## src/rtl/if_fetch_stage_pkg.sv

```systemverilog
// Shared ISA encodings and fetch-stage state type for the instruction-fetch slice.
package if_fetch_stage_pkg;

  localparam logic [4:0] OP_NOP   = 5'h00;
  localparam logic [4:0] OP_HALT  = 5'h01;
  localparam logic [4:0] OP_LOAD  = 5'h02;
  localparam logic [4:0] OP_STORE = 5'h03;
  localparam logic [4:0] OP_ADD   = 5'h04;
  localparam logic [4:0] OP_ADDI  = 5'h05;
  localparam logic [4:0] OP_SUB   = 5'h06;
  localparam logic [4:0] OP_SUBI  = 5'h07;
  localparam logic [4:0] OP_BZ    = 5'h10;
  localparam logic [4:0] OP_BN    = 5'h11;
  localparam logic [4:0] OP_BNN   = 5'h12;
  localparam logic [4:0] OP_JUMP  = 5'h18;

  localparam logic [2:0] REG_R0 = 3'd0;
  localparam logic [2:0] REG_R7 = 3'd7;

  localparam logic [15:0] NOP_WORD = {OP_NOP, 11'd0};

  typedef enum logic [1:0] {
    IF_IDLE   = 2'b00,
    IF_RUN    = 2'b01,
    IF_HALTED = 2'b10
  } if_state_e;

  function automatic logic [4:0] op_of(input logic [15:0] word);
    return word[15:11];
  endfunction

endpackage

```

## src/rtl/if_fetch_stage_predecode.sv

```systemverilog
// Combinational field extraction for one 16-bit instruction word.
module if_predecode
  import if_fetch_stage_pkg::*;
(
  input  logic [15:0] word,
  output logic [4:0]  op,
  output logic [2:0]  r1,
  output logic [2:0]  r2,
  output logic [2:0]  r3,
  output logic [7:0]  imm8,
  output logic        is_jump,
  output logic        is_halt
);

  assign op      = op_of(word);
  assign r1      = word[10:8];
  assign r2      = word[6:4];
  assign r3      = word[2:0];
  assign imm8    = word[7:0];
  assign is_jump = (op == OP_JUMP);
  assign is_halt = (op == OP_HALT);

endmodule

```

## src/rtl/if_fetch_stage.sv

```systemverilog
// Instruction-fetch stage: owns the PC, drives IM address, fills the IF/ID register
// and resolves JUMP/HALT locally so a JUMP costs no bubble.
module if_fetch_stage
  import if_fetch_stage_pkg::*;
#(
  parameter int                ADDR_W   = 8,
  parameter int                INSTR_W  = 16,
  parameter logic [ADDR_W-1:0] RESET_PC = 8'h00
) (
  input  logic               clock,
  input  logic               reset,
  input  logic               enable,
  input  logic               start,
  input  logic [ADDR_W-1:0]  start_pc,
  input  logic               stall,
  input  logic               branch_taken,
  input  logic [ADDR_W-1:0]  branch_addr,
  output logic [ADDR_W-1:0]  i_addr,
  input  logic [INSTR_W-1:0] i_data,
  output logic [INSTR_W-1:0] id_instr,
  output logic [ADDR_W-1:0]  id_pc,
  output logic               id_valid,
  output logic [4:0]         id_op,
  output logic [2:0]         id_r1,
  output logic [2:0]         id_r2,
  output logic [2:0]         id_r3,
  output logic [7:0]         id_imm8,
  output logic               halted
);

  localparam logic [INSTR_W-1:0] NOP_I = INSTR_W'(NOP_WORD);

  if_state_e           state, state_n;
  logic [ADDR_W-1:0]   pc, pc_n, id_pc_n;
  logic [INSTR_W-1:0]  instr_n;
  logic                valid_n;

  logic [4:0] f_op;
  logic [2:0] f_r1, f_r2, f_r3;
  logic [7:0] f_imm8;
  logic       f_jump, f_halt;
  logic       d_jump, d_halt;

  // Fetch-side decode steers next PC from the word currently on the IM bus.
  if_predecode u_pd_fetch (
    .word(i_data), .op(f_op), .r1(f_r1), .r2(f_r2), .r3(f_r3),
    .imm8(f_imm8), .is_jump(f_jump), .is_halt(f_halt)
  );

  if_predecode u_pd_id (
    .word(id_instr), .op(id_op), .r1(id_r1), .r2(id_r2), .r3(id_r3),
    .imm8(id_imm8), .is_jump(d_jump), .is_halt(d_halt)
  );

  logic unused_fields;
  assign unused_fields = ^{f_op, f_r1, f_r2, f_r3, d_jump, d_halt};

  assign i_addr = pc;
  assign halted = (state == IF_HALTED);

  always_comb begin
    state_n = state;
    pc_n    = pc;
    instr_n = id_instr;
    id_pc_n = id_pc;
    valid_n = id_valid;
    case (state)
      IF_IDLE: begin
        valid_n = 1'b0;
        if (start) begin
          state_n = IF_RUN;
          pc_n    = start_pc;
        end
      end
      IF_RUN: begin
        if (branch_taken) begin
          pc_n    = branch_addr;
          instr_n = NOP_I;
          valid_n = 1'b0;
        end else if (!stall) begin
          instr_n = i_data;
          id_pc_n = pc;
          valid_n = 1'b1;
          if (f_jump)      pc_n = ADDR_W'(f_imm8);
          else if (f_halt) state_n = IF_HALTED;
          else             pc_n = pc + ADDR_W'(1);
        end
      end
      IF_HALTED: begin
        instr_n = NOP_I;
        valid_n = 1'b0;
        if (branch_taken) begin
          state_n = IF_RUN;
          pc_n    = branch_addr;
        end
      end
      default: state_n = IF_IDLE;
    endcase
  end

  always_ff @(posedge clock or negedge reset) begin
    if (!reset) begin
      state    <= IF_IDLE;
      pc       <= RESET_PC;
      id_instr <= NOP_I;
      id_pc    <= '0;
      id_valid <= 1'b0;
    end else if (enable) begin
      state    <= state_n;
      pc       <= pc_n;
      id_instr <= instr_n;
      id_pc    <= id_pc_n;
      id_valid <= valid_n;
    end
  end

endmodule

```

## config.mk

```make
export PLATFORM = sky130hd
export DESIGN_NAME = if_fetch_stage
export DESIGN_NICKNAME = d
export VERILOG_FILES = /design/src/rtl/if_fetch_stage_pkg.sv /design/src/rtl/if_fetch_stage_predecode.sv /design/src/rtl/if_fetch_stage.sv
export SDC_FILE = /design/constraint.sdc
export NUM_CORES = 1
export LEC_CHECK = 0
export BUFFER_PORTS_ARGS = -buffer_cell sky130_fd_sc_hd__buf_2
export CAP_MARGIN = 20
export CORE_ASPECT_RATIO = 0.7
export CORE_MARGIN = 2
export CORE_UTILIZATION = 30
export DETAILED_ROUTE_END_ITERATION = 10
export GPL_TIMING_DRIVEN = 0
export MAX_ROUTING_LAYER = met4
export PLACE_DENSITY = 0.54
export SYNTH_ARGS = -nofsm -noshare
export SYNTH_HDL_FRONTEND = slang
export SYNTH_SLANG_ARGS = --single-unit
export TNS_END_PERCENT = 100
```

## constraint.sdc

```tcl
create_clock -name clock -period 2.1 [get_ports clock]
set_clock_uncertainty 0.05 [all_clocks]
set_input_delay 0.105 -clock clock [delete_from_list [all_inputs] [get_ports clock]]
set_output_delay 0.105 -clock clock [all_outputs]
set_load 0.01 [all_outputs]
```

## Word-level counts from Yosys, hierarchy flattened

Cells that the tools add are included.

- Flip-flop bits (word level): 35
- Input port bits: 38
- Logic and storage cells: 50

- Add/subtract/negate cells: 1
- Eq/ne operators: 12
- Muxes and demuxes: 20
- Bitwise operators: 2
- Reductions and logical operators: 10

Operators with widths:

| kind | number |
|---|---|
| 2-to-1 mux 8 bit | 6 |
| 2-to-1 mux 16 bit | 2 |
| case mux 16 bit (2 select lines) | 1 |
| case mux 8 bit (3 select lines) | 1 |
| 2-to-1 mux 2 bit | 6 |
| != test 2 bit (second input constant) | 6 |
| adder 8 x 1 -> 8 bit (second input constant) | 1 |
| AND reduction 7 bit | 1 |
| case mux 2 bit (3 select lines) | 1 |
| AND reduction 3 bit | 2 |
| AND reduction 6 bit | 1 |
| == test 5 x 1 -> 1 bit (second input constant) | 1 |
| == test 5 bit (second input constant) | 1 |
| != test 4 bit (second input constant) | 1 |
| AND reduction 4 bit | 1 |
| nonzero test 2 bit | 2 |
| != test 3 bit (second input constant) | 1 |
| nonzero test 3 bit | 1 |
| == test 2 x 1 -> 1 bit (second input constant) | 1 |
| == test 2 bit (second input constant) | 1 |
| zero test 2 bit | 1 |
| 2-to-1 mux 1 bit | 2 |
| NOT 1 bit | 2 |
| case mux 1 bit (2 select lines) | 1 |
| OR reduction 2 bit | 1 |

## Logic depth before layout (Yosys ltp)

Gate-level depths: netlist of the first run.

- Depth in word-level cells: 6
- Gate-level depth with buffers: 9
- Mapped depth without buffers: 7

## Cells and area by module

Synthesis of the first run repeated with hierarchy kept, for this count alone.

- Cells, all modules: 259
- Area total of the unflattened synthesis: 2,277.2 um^2

By module, submodules not included:

| module | times used | cells an instance | area each (um^2) | sequential area each (um^2) |
|---|---|---|---|---|
| if_fetch_stage | 1 | 207 | 1,901.8 | 875.8 |
| if_predecode | 2 | 26 | 187.7 | 0.0 |

## Least setup slack after synthesis of the first run

OpenSTA, ideal clock, no wires.

- Path kind: register to register
- Start point: register state[1]
- End point: register pc[6] (netlist: i_addr[6])
- Library setup time: 0.121 ns
- Arrival: 1.623 ns
- Required time: 1.929 ns
- Setup slack: 0.306 ns
- Cell stages (with the launch flop): 9
- Buffers on the path: 1
- Cells stage by stage: dfrtp_1 -> inv_1 -> ha_1 -> clkbuf_1 -> nand2b_1 -> a21oi_1 -> nand4_1 -> and3_1 -> o22a_1

- Word-level cells in the longest chain between the ends: 3

Ends and longest elaborated chain:

| item | line | source |
|---|---|---|
| from (decl) | if_fetch_stage.sv:33 | `if_state_e state, state_n;` |
| from (signal assigned) | if_fetch_stage.sv:109 | `state <= state_n;` |
| == test 2 x 1 -> 1 bit (tied with other cells) | if_fetch_stage.sv:67 | `case (state)` |
| != test 4 bit (no line) (tied with other cells) | -- |  |
| AND reduction 6 bit (no line) | -- |  |
| to (signal assigned) | if_fetch_stage.sv:110 | `pc <= pc_n;` |
| to (decl) | if_fetch_stage.sv:34 | `logic [ADDR_W-1:0] pc, pc_n, id_pc_n;` |

Parallel ways exist; a longest one is shown, timed or not.
A chain may end at the register's enable or synchronous reset.

## Final worst setup path of the first run

- Start point: register state[1]
- End point: register pc[5] (netlist: i_addr[5])

Same word-level chain as after synthesis.

==> out/metrics.yaml, run 1 <==
logic_synthesis:
  netlist.area_leader.share: 0.4174
  yosys_warnings: 0
  synth_flop_cell: "dfrtp_1"
  ys_seq_area_frac: 0.4174
  syn_avg_cell_area_um2: 8.967
  ys_ff_latch: 35
  synth_most_common_cell: "nand2_1"
  ys_top_cells_by_area: "dfrtp_1, nand2_1, buf_4"
  syn_area_um2: 2098
  yosys-top-cells-count: "nand2_1, dfrtp_1, buf_4"
  ys_types: 49
  synth_cells: 234
  syn_nets: 277
  synth-edff-count: 0
  synthArstFlopShare: 1.000
  synth_top_area_cell: "dfrtp_1"
final_layout:
  nFillCells: 692
  regArea_um2: 875.8
  stdcell_area_um2: 2854
  multi_input_area_um2: 989.7
  n_antenna_cell: 0
  final_core_util: 0.4224
  nets: 379
  area_growth_pct: 36.02
  layout-drive-gt1-share: 0.4540
global_routing:
  grt_overflow: 0
  grt_pass1_wl_um: 9577
  antenna_found_initial: 0
  grt_usage: 0.1641
  grt_pass1_vias: 1803
  grt_max_degree: 36
die:
  die_h_um: 73.97
  start_util: 0.3106
  die-area_um2: 7690
  die_width_um: 104.0
  io_pins: 94
  core_area_um2: 6756
  rows: 25
drt:
  viasPerCell: 4.575
  drt-wirelength-per-cell_um: 13.74
  drtAntennaViolNets: 0
  drt_iter0_markers: 113
  vias: 1972
  wl_um: 5920
  drt_first_pass_iters: 4
  drc_errors: 0
sta:
  whs_ps: 18.42
  fmax_mhz: 506.1
  hold_viol_final: 0
  setup_viol: 0
  slew_headroom: 0.4461
  worst_slew_pin_slew_ps: 830.8
  finalCritPeriodShare: 0.9409
  rsz0062_at_grt: "no"
  worst_slack_ps: 124.1
  slew_viol_final: 0
  min_period_ps: 1976
setup_path:
  end_kind: "register"
  reg2reg_from: "state[1]"
  rrSetupSlack_ps: 120
  path_max_fanout: 10
  crit_family: "compound AO/OA/AOI/OAI gates"
  arrival_ps: 2130
  criticalPathCategory: "reg2reg"
  crit_chain: "inv_1 -> ha_1 -> buf_2 -> nor2b_4 -> a21oi_2 -> nand3_4 -> buf_6 -> o31ai_2"
  reg2reg_to: "i_addr[5]"
  path_buf_inv: 3
  crit_path_start_kind: "register"
  required_ps: 2260
  slowest_delay_ps: 420
  reg2reg_depth: 8
  slowest_stage: "dfrtp_1"
clock_tree:
  cts.clk_slew.worst_paths_ps: 80
  cts_buffers: 5
  htreeDepth: 2
  clockBufferDepth: 2
  clock_latency_ps: 290
  cts_tree: "built"
  clock-sinks: 35
  root_buffer: "clkbuf_8"
place:
  place_ws_ps: -37.39
  io_buffers: 93
  hpwl_um: 4522
  place_area_um2: 2681
  gp_congestion: 0.8701
hold_path:
  hold_depth: 3
  hold_class: "in2reg"
  holdPathEnd: "id_instr[13]"
  min-delay-start: "i_data[13]"
pwr:
  vdd_ir_drop_max_mv: 0.4937
  cellPowerDensity_nw_per_um2: 1391
  p_leak_nw: 1.488
  total_power_mw: 3.969
run_status:
  status: "completed"
run:
  drv_cap: 0
==> worst max-delay path by stage <==
stage	from	cells after the start	endpoint	slack [ps]
2_1_floorplan	state[1]	8	i_addr[6]	310
3_3_place_gp	state[1]	7	i_addr[3]	-20
3_5_place_dp	state[1]	7	i_addr[3]	-40
4_1_cts	state[1]	8	id_instr[9]	40
5_1_grt	state[0]	8	i_addr[2]	2
6_report	state[1]	8	i_addr[5]	120
==> tightest hold or removal path, cell delays in order <==
cell	delay [ps]
buf_2	110
nand2_1	50
o21ai_0	60
==> sequential cells by signal, indices dropped and copies added, names as in the netlist <==
register	count
state	2
id_pc	8
id_valid	1
id_instr	16
i_addr	8
==> routing by layer <==
layer  part of all wire  track usage  up-vias  wire length, µm
li1                   -            -      991                -
met1               0.54       0.2443      909             3209
met2               0.40       0.2332       70             2368
met3              0.055      0.03506        2              328
met4             0.0020      0.02252        0               12
met5                  0            -        -                0
==> logic make-up after synthesis <==
| family | synth area share |
|---|---|
| AND/OR/NAND/NOR | 0.2111 |
| adder cells (fa/ha/maj) | 0.02982 |
| XOR/XNOR | 0.01252 |
| buffers and inverters | 0.1169 |
| AO/OA/AOI/OAI | 0.1545 |
| flip-flops | 0.4174 |
| multiplexers | 0.05784 |
==> report_power, final <==
group          switching, mW  internal [mW]  total [mW]
combinational           1.01           1.01        2.03
sequential             0.297          0.988        1.28
clock                  0.268          0.391       0.659
==> area by class of cell <==
| class | count | area share |
|---|---|---|
| timing repair buffer | 96 | 0.1771 |
| inverter | 7 | 0.009206 |
| clock buffer | 6 | 0.02893 |
| sequential | 35 | 0.3069 |
| buffer | 31 | 0.07628 |
| tap | 94 | 0.04121 |
| clock inverter | 2 | 0.01359 |
| multi-input combinational | 160 | 0.3468 |
==> through the flow <==
stage	TNS [ps]	instances
after floorplan	0	234
after detailed placement	-59.84	421
final	0	431
after CTS	0	430
after global placement	-20.84	421
after global routing	0	431
==> timing repair <==
| item | CTS | global route |
|---|---|---|
| pin swaps | 0 | 1 |
| gates resized for setup | 1 | 5 |
| setup buffers | 0 | 1 |
| endpoints found under the hold margin | 36 | 0 |
| setup endpoints to repair | 3 | 27 |
| hold buffers | 2 | 0 |
| gates cloned | 0 | 0 |
==> cells in the final DEF, fill, tap and decap left out, types with 2 or more instances in the layout <==
master | Yosys | routed
dlygate4sd3_1 | 0 | 2
o21ai_0 | 20 | 20
nor3_1 | 4 | 4
nand3b_1 | 2 | 2
o22a_1 | 2 | 2
o32ai_1 | 2 | 2
clkbuf_8 | 0 | 6
mux2_2 | 9 | 9
ha_1 | 5 | 4
and3_1 | 3 | 3
nor2_1 | 11 | 10
dfrtp_1 | 35 | 35
nand4_1 | 2 | 2
xor2_1 | 2 | 2
nor2_2 | 1 | 2
a21o_1 | 2 | 2
nand2_1 | 51 | 51
nand3_1 | 6 | 6
clkbuf_2 | 0 | 2
inv_1 | 6 | 6
a21oi_1 | 7 | 7
nand2b_1 | 3 | 3
mux2i_1 | 2 | 2
o31ai_2 | 2 | 2
a31oi_1 | 2 | 2
buf_4 | 23 | 23
buf_2 | 4 | 97
Power figures use the tool's default switching activity.
==> inputs of run 2 (changes only) <==
==> constraint.sdc (replaced) <==
create_clock -name clock -period 2.1 [get_ports clock]
set_clock_uncertainty 0.05 [all_clocks]
set_input_delay 0.21 -clock clock [delete_from_list [all_inputs] [get_ports clock]]
set_output_delay 0.21 -clock clock [all_outputs]
set_load 0.01 [all_outputs]
==> out/metrics.yaml, run 2 (synthesized netlist as in run 1, its figures left out) <==
sta:
  worst_slew_pin_slew_ps: 823.2  # was 830.8 ps
  fmax_mhz: 508.0  # was 506.1 MHz
  setup_viol: 0  # unchanged
  fin_tns_setup_ps: 0  # unchanged
  worst_slack_ps: 131.4  # was 124.1 ps
  hold_viol_final: 0  # unchanged
  whs_ps: 104.4  # was 18.42 ps
  rsz0062_at_grt: "no"  # unchanged
  finalCritPeriodShare: 0.9374  # was 0.9409
  min_period_ps: 1969  # was 1976 ps
  slew_viol_final: 0  # unchanged
  slew_headroom: 0.4512  # was 0.4461
final_layout:
  stdcell_area_um2: 2844  # was 2854 µm²
  final_common_cell: "buf_2"  # unchanged
  largest_reg_flops: 16  # unchanged
  layout_common_cells: "buf_2, nand2_1, dfrtp_1"  # unchanged
  n_antenna_cell: 0  # unchanged
  layout-drive-gt1-share: 0.4554  # was 0.4540
  area_growth_pct: 35.54  # was 36.02%
  nFillCells: 694  # was 692
  nets: 378  # was 379
  fin_cells: 430  # was 431
  top_register: "id_instr"  # unchanged
drt:
  wl_um: 5907  # was 5920 µm
  drt_iter0_markers: 104  # was 113
  drt_first_pass_iters: 4  # unchanged
  vias: 1966  # was 1972
  drc_errors: 0  # unchanged
  viasPerCell: 4.572  # was 4.575
  drtAntennaViolNets: 0  # unchanged
  drt-wirelength-per-cell_um: 13.74  # about the same
pwr:
  p_leak_nw: 1.484  # was 1.488 nW
  cellPowerDensity_nw_per_um2: 1395  # was 1391 nW/µm²
  vdd_ir_drop_max_mv: 0.4930  # was 0.4937 mV
run:
  drv_cap: 0  # unchanged
setup_path:
  reg2reg_to: "i_addr[5]"  # unchanged
  arrival_ps: 2120  # was 2130 ps
  end_kind: "register"  # unchanged
  crit_path_start_kind: "register"  # unchanged
  required_ps: 2260  # about the same
  reg2reg_from: "state[1]"  # unchanged
  path_max_fanout: 10  # unchanged
  reg2reg_depth: 8  # unchanged
  criticalPathCategory: "reg2reg"  # unchanged
  rrSetupSlack_ps: 130  # was 120 ps
global_routing:
  grt_overflow: 0  # unchanged
  grt_use_met1: 0.2448  # was 0.2443
  grt_pass1_vias: 1802  # was 1803
  grt_use_met2: 0.2332  # unchanged
  antenna_found_initial: 0  # unchanged
  grt_max_degree: 36  # unchanged
  met3_usage: 0.03506  # unchanged
  grt_pass1_wl_um: 9591  # was 9577 µm
  grt_usage: 0.1643  # was 0.1641
  grt_busiest_layer: "met1"  # unchanged
clock_tree:
  cts_tree: "built"  # unchanged
  cts.clk_slew.worst_paths_ps: 80  # about the same
  clock-sinks: 35  # unchanged
  htreeDepth: 2  # unchanged
  cts_buffers: 5  # unchanged
  root_buffer: "clkbuf_8"  # unchanged
  clock_latency_ps: 290  # about the same
  clockBufferDepth: 2  # unchanged
die:
  rows: 25  # unchanged
  start_util: 0.3106  # unchanged
  core_area_um2: 6756  # unchanged
  io_pins: 94  # unchanged
  die_h_um: 73.97  # unchanged
  die-area_um2: 7690  # unchanged
  die_width_um: 104.0  # unchanged
place:
  io_buffers: 93  # unchanged
  place_inst: 421  # unchanged
  hpwl_um: 4522  # unchanged
  place_ws_ps: -37.39  # unchanged
  gp_congestion: 0.8701  # unchanged
  place_area_um2: 2681  # unchanged
hold_path:
  hold_depth: 3  # unchanged
  hold_class: "in2reg"  # unchanged
  holdPathEnd: "id_instr[8]"  # was id_instr[13]
  min-delay-start: "i_data[8]"  # was i_data[13]
run_status:
  status: "completed"  # unchanged
-- run 2: cell types whose count changed in the layout (fill, tap and decap cells not counted), sizes merged --
cell,before,now
dlygate4sd3,2,1
-- run 2: metal layers --
metal,part of all wire,vias up
li1,-,988
met1,0.54,911
met2,0.40,65
met3,0.054,2
met4,0.0020,0
met5,0,-
-- run 2: worst max-delay path by stage --
stage,to,cells after the start,slack (ps),from
floorplan,i_addr[6],8,310,state[1]
global placement,i_addr[3],7,-20,state[1]
detailed placement,i_addr[3],7,-40,state[1]
CTS,id_instr[9],8,40,state[1]
global route,i_addr[2],8,2,state[0]
finish,i_addr[5],8,130,state[1]
-- run 2: final cells by class --
type                       instances  area [µm²]  area share
buffer                            31       217.7     0.07655
clock buffer                       6       82.58     0.02904
clock inverter                     2       38.79     0.01364
inverter                           7       26.28    0.009239
multi-input combinational        160       989.7      0.3480
sequential                        35       875.8      0.3080
tap                               94       117.6     0.04136
timing repair buffer              95       495.5      0.1742
-- run 2: stage by stage --
stage               power (mW)    util
finish                   3.966  0.4209
global route             4.294  0.4209
CTS                      3.986  0.4159
detailed placement       3.312  0.3969
global placement         3.277  0.3969
floorplan                2.542       -
-- run 2: power breakdown --
| group | switching (mW) | internal (mW) |
|---|---|---|
| logic | 1.01 | 1.01 |
| registers | 0.295 | 0.988 |
| clock network | 0.269 | 0.391 |
-- run 2: worst max-delay path, stage by stage, from the launching register on --
cell and delay [ps]:
dfrtp_1 420, inv_1 90, ha_1 170, buf_2 170
nor2b_4 170, a21oi_2 240, nand3_4 160, buf_6 180
o31ai_2 230
-- run 2: repair_timing --
action / 4_1_cts / 5_1_grt
resized for setup: 1 / 5
hold buffers: 1 / 0
hold endpoints to repair: 30 / 0
buffers inserted: 0 / 1
setup endpoints to repair: 3 / 27
pin swaps: 0 / 1
==> inputs of run 3 (changes only) <==
Settings changed: PLACE_DENSITY 0.54 to 0.53, SYNTH_HIERARCHICAL from default to 1.
==> out/metrics.yaml, run 3 <==
setup_path:
  cp_num_cells: 4  # was 8
  rrSetupSlack_ps: 120  # was 130 ps
  reg2reg_to: "id_pc[3]"  # was i_addr[5]
  criticalPathCategory: "reg2reg"  # unchanged
  end_kind: "register"  # unchanged
  slowest_stage: "nor4b_4"  # was dfrtp_1
  arrival_ps: 2100  # was 2120 ps
  required_ps: 2220  # was 2260 ps
  crit_chain: "inv_1 -> ha_1 -> nor4b_4 -> mux2_2"  # was inv_1 -> ha_1 -> buf_2 -> nor2b_4 -> a21oi_2 -> nand3_4 -> buf_6 -> o31ai_2
  slowest_delay_ps: 600  # was 420 ps
  crit_path_start_kind: "register"  # unchanged
  path_buf_inv: 1  # was 3
  crit_family: "simple AND/OR/NAND/NOR gates"  # was compound AO/OA/AOI/OAI gates
  path_max_fanout: 8  # was 10
  reg2reg_depth: 4  # was 8
  reg2reg_from: "state[1]"  # unchanged
sta:
  worst_slew_pin_slew_ps: 796.2  # was 823.2 ps
  setup_viol: 0  # unchanged
  fin_tns_setup_ps: 0  # unchanged
  finalCritPeriodShare: 0.9451  # was 0.9374
  min_period_ps: 1985  # was 1969 ps
  whs_ps: 118.9  # was 104.4 ps
  hold_viol_final: 0  # unchanged
  slew_headroom: 0.4692  # was 0.4512
  rsz0062_at_grt: "no"  # unchanged
  slew_viol_final: 0  # unchanged
  fmax_mhz: 503.8  # was 508.0 MHz
  worst_slack_ps: 115.2  # was 131.4 ps
final_layout:
  layout_common_cells: "buf_2, nand2_1, dfrtp_1"  # unchanged
  nets: 386  # was 378
  final_common_cell: "buf_2"  # unchanged
  fin_cells: 435  # was 430
  stdcell_area_um2: 2830  # was 2844 µm²
  top_register: "id_instr"  # unchanged
  regArea_um2: 875.8  # unchanged
  n_antenna_cell: 0  # unchanged
  final_core_util: 0.4132  # was 0.4209
  nFillCells: 735  # was 694
  multi_input_area_um2: 969.7  # was 989.7 µm²
  largest_reg_flops: 16  # unchanged
  area_growth_pct: 31.66  # was 35.54%
  layout-drive-gt1-share: 0.4428  # was 0.4554
logic_synthesis:
  yosys_warnings: 6  # was 0
  syn_area_um2: 2150  # was 2098 µm²
  syn_avg_cell_area_um2: 8.919  # was 8.967 µm²
  syn_nets: 285  # was 277
  synth_cells: 241  # was 234
pwr:
  cellPowerDensity_nw_per_um2: 1468  # was 1395 nW/µm²
  p_leak_nw: 1.484  # about the same
  vdd_ir_drop_max_mv: 0.4279  # was 0.4930 mV
  total_power_mw: 4.156  # was 3.966 mW
hold_path:
  min-delay-start: "i_data[9]"  # was i_data[8]
  holdPathEnd: "id_instr[9]"  # was id_instr[8]
  hold_class: "in2reg"  # unchanged
  hold_depth: 3  # unchanged
clock_tree:
  root_buffer: "clkbuf_8"  # unchanged
  htreeDepth: 2  # unchanged
  clockBufferDepth: 2  # unchanged
  clock-sinks: 35  # unchanged
  cts.clk_slew.worst_paths_ps: 60  # was 80 ps
  cts_tree: "built"  # unchanged
  cts_buffers: 5  # unchanged
  clock_latency_ps: 280  # was 290 ps
place:
  io_buffers: 93  # unchanged
  gp_congestion: 0.8478  # was 0.8701
  hpwl_um: 4681  # was 4522 µm
  place_inst: 428  # was 421
  place_ws_ps: -50.22  # was -37.39 ps
  place_area_um2: 2733  # was 2681 µm²
die:
  die_h_um: 74.82  # was 73.97 µm
  core_area_um2: 6850  # was 6756 µm²
  die_width_um: 105.2  # was 104.0 µm
  rows: 25  # unchanged
  start_util: 0.3138  # was 0.3106
  io_pins: 94  # unchanged
  die-area_um2: 7869  # was 7690 µm²
global_routing:
  grt_max_degree: 36  # unchanged
  grt_pass1_wl_um: 9418  # was 9591 µm
  antenna_found_initial: 0  # unchanged
  grt_pass1_vias: 1889  # was 1802
  grt_overflow: 0  # unchanged
  grt_usage: 0.1610  # was 0.1643
drt:
  wl_um: 5853  # was 5907 µm
  drt-wirelength-per-cell_um: 13.46  # was 13.74 µm
  drc_errors: 0  # unchanged
  drt_iter0_markers: 90  # was 104
  vias: 2026  # was 1966
  viasPerCell: 4.657  # was 4.572
  drtAntennaViolNets: 0  # unchanged
  drt_first_pass_iters: 4  # unchanged
run:
  drv_cap: 0  # unchanged
run_status:
  status: "completed"  # unchanged
[run 3: cell types whose count changed in the layout (fill, tap and decap cells not counted), sizes merged, moves of 4 or more]
cell,previous run,this run
buf,122,127
clkbuf,9,13
nand2,52,45
o211ai,1,6
o21ai,20,25
[run 3: worst max path at each step]
| stage | start | to |
|---|---|---|
| 4_1_cts | state[1] | i_addr[5] |
| 3_5_place_dp | state[0] | i_addr[7] |
| 6_report | state[1] | id_pc[3] |
| 2_1_floorplan | state[1] | i_addr[5] |
| 3_3_place_gp | i_data[12] | i_addr[6] |
| 5_1_grt | state[1] | id_pc[5] |
[run 3: report_power, final]
| part | internal (mW) | switching (mW) |
|---|---|---|
| Combinational | 1.16 | 1.22 |
| Sequential | 1.01 | 0.325 |
| Clock | 0.221 | 0.219 |
| Total | 2.39 | 1.77 |
[run 3: worst register-to-register path, delay by kind of cell (launching register included)]
| family | cells | cell delay (ps) |
|---|---|---|
| muxes | 1 | 410 |
| DFF | 1 | 410 |
| adders and majority gates | 1 | 300 |
| and+or+nand+nor | 1 | 600 |
| buffers and inverters | 1 | 110 |
[run 3: per-layer routing]
layer  vias up  global-route usage  wire, µm
met5         -                   -         0
met1       950              0.2314      3098
li1       1006                   -         -
met3         8             0.04502       384
met2        62              0.2201      2307
met4         0             0.04444        61
[run 3: final cells by class]
type                       count  share of cell area
tap                           94             0.04156
timing repair buffer          95              0.1706
sequential                    35              0.3095
inverter                       9             0.01194
clock buffer                   6             0.02564
multi-input combinational    156              0.3426
buffer                        40             0.09814
[run 3: repair_timing]
| action | in CTS | in global routing |
|---|---|---|
| endpoints found under the setup margin | 3 | 19 |
| gates cloned | 0 | 0 |
| endpoints found under the hold margin | 35 | 0 |
| setup buffers | 0 | 1 |
| pin swaps | 0 | 1 |
| hold buffers | 1 | 0 |
| resized for setup | 1 | 9 |
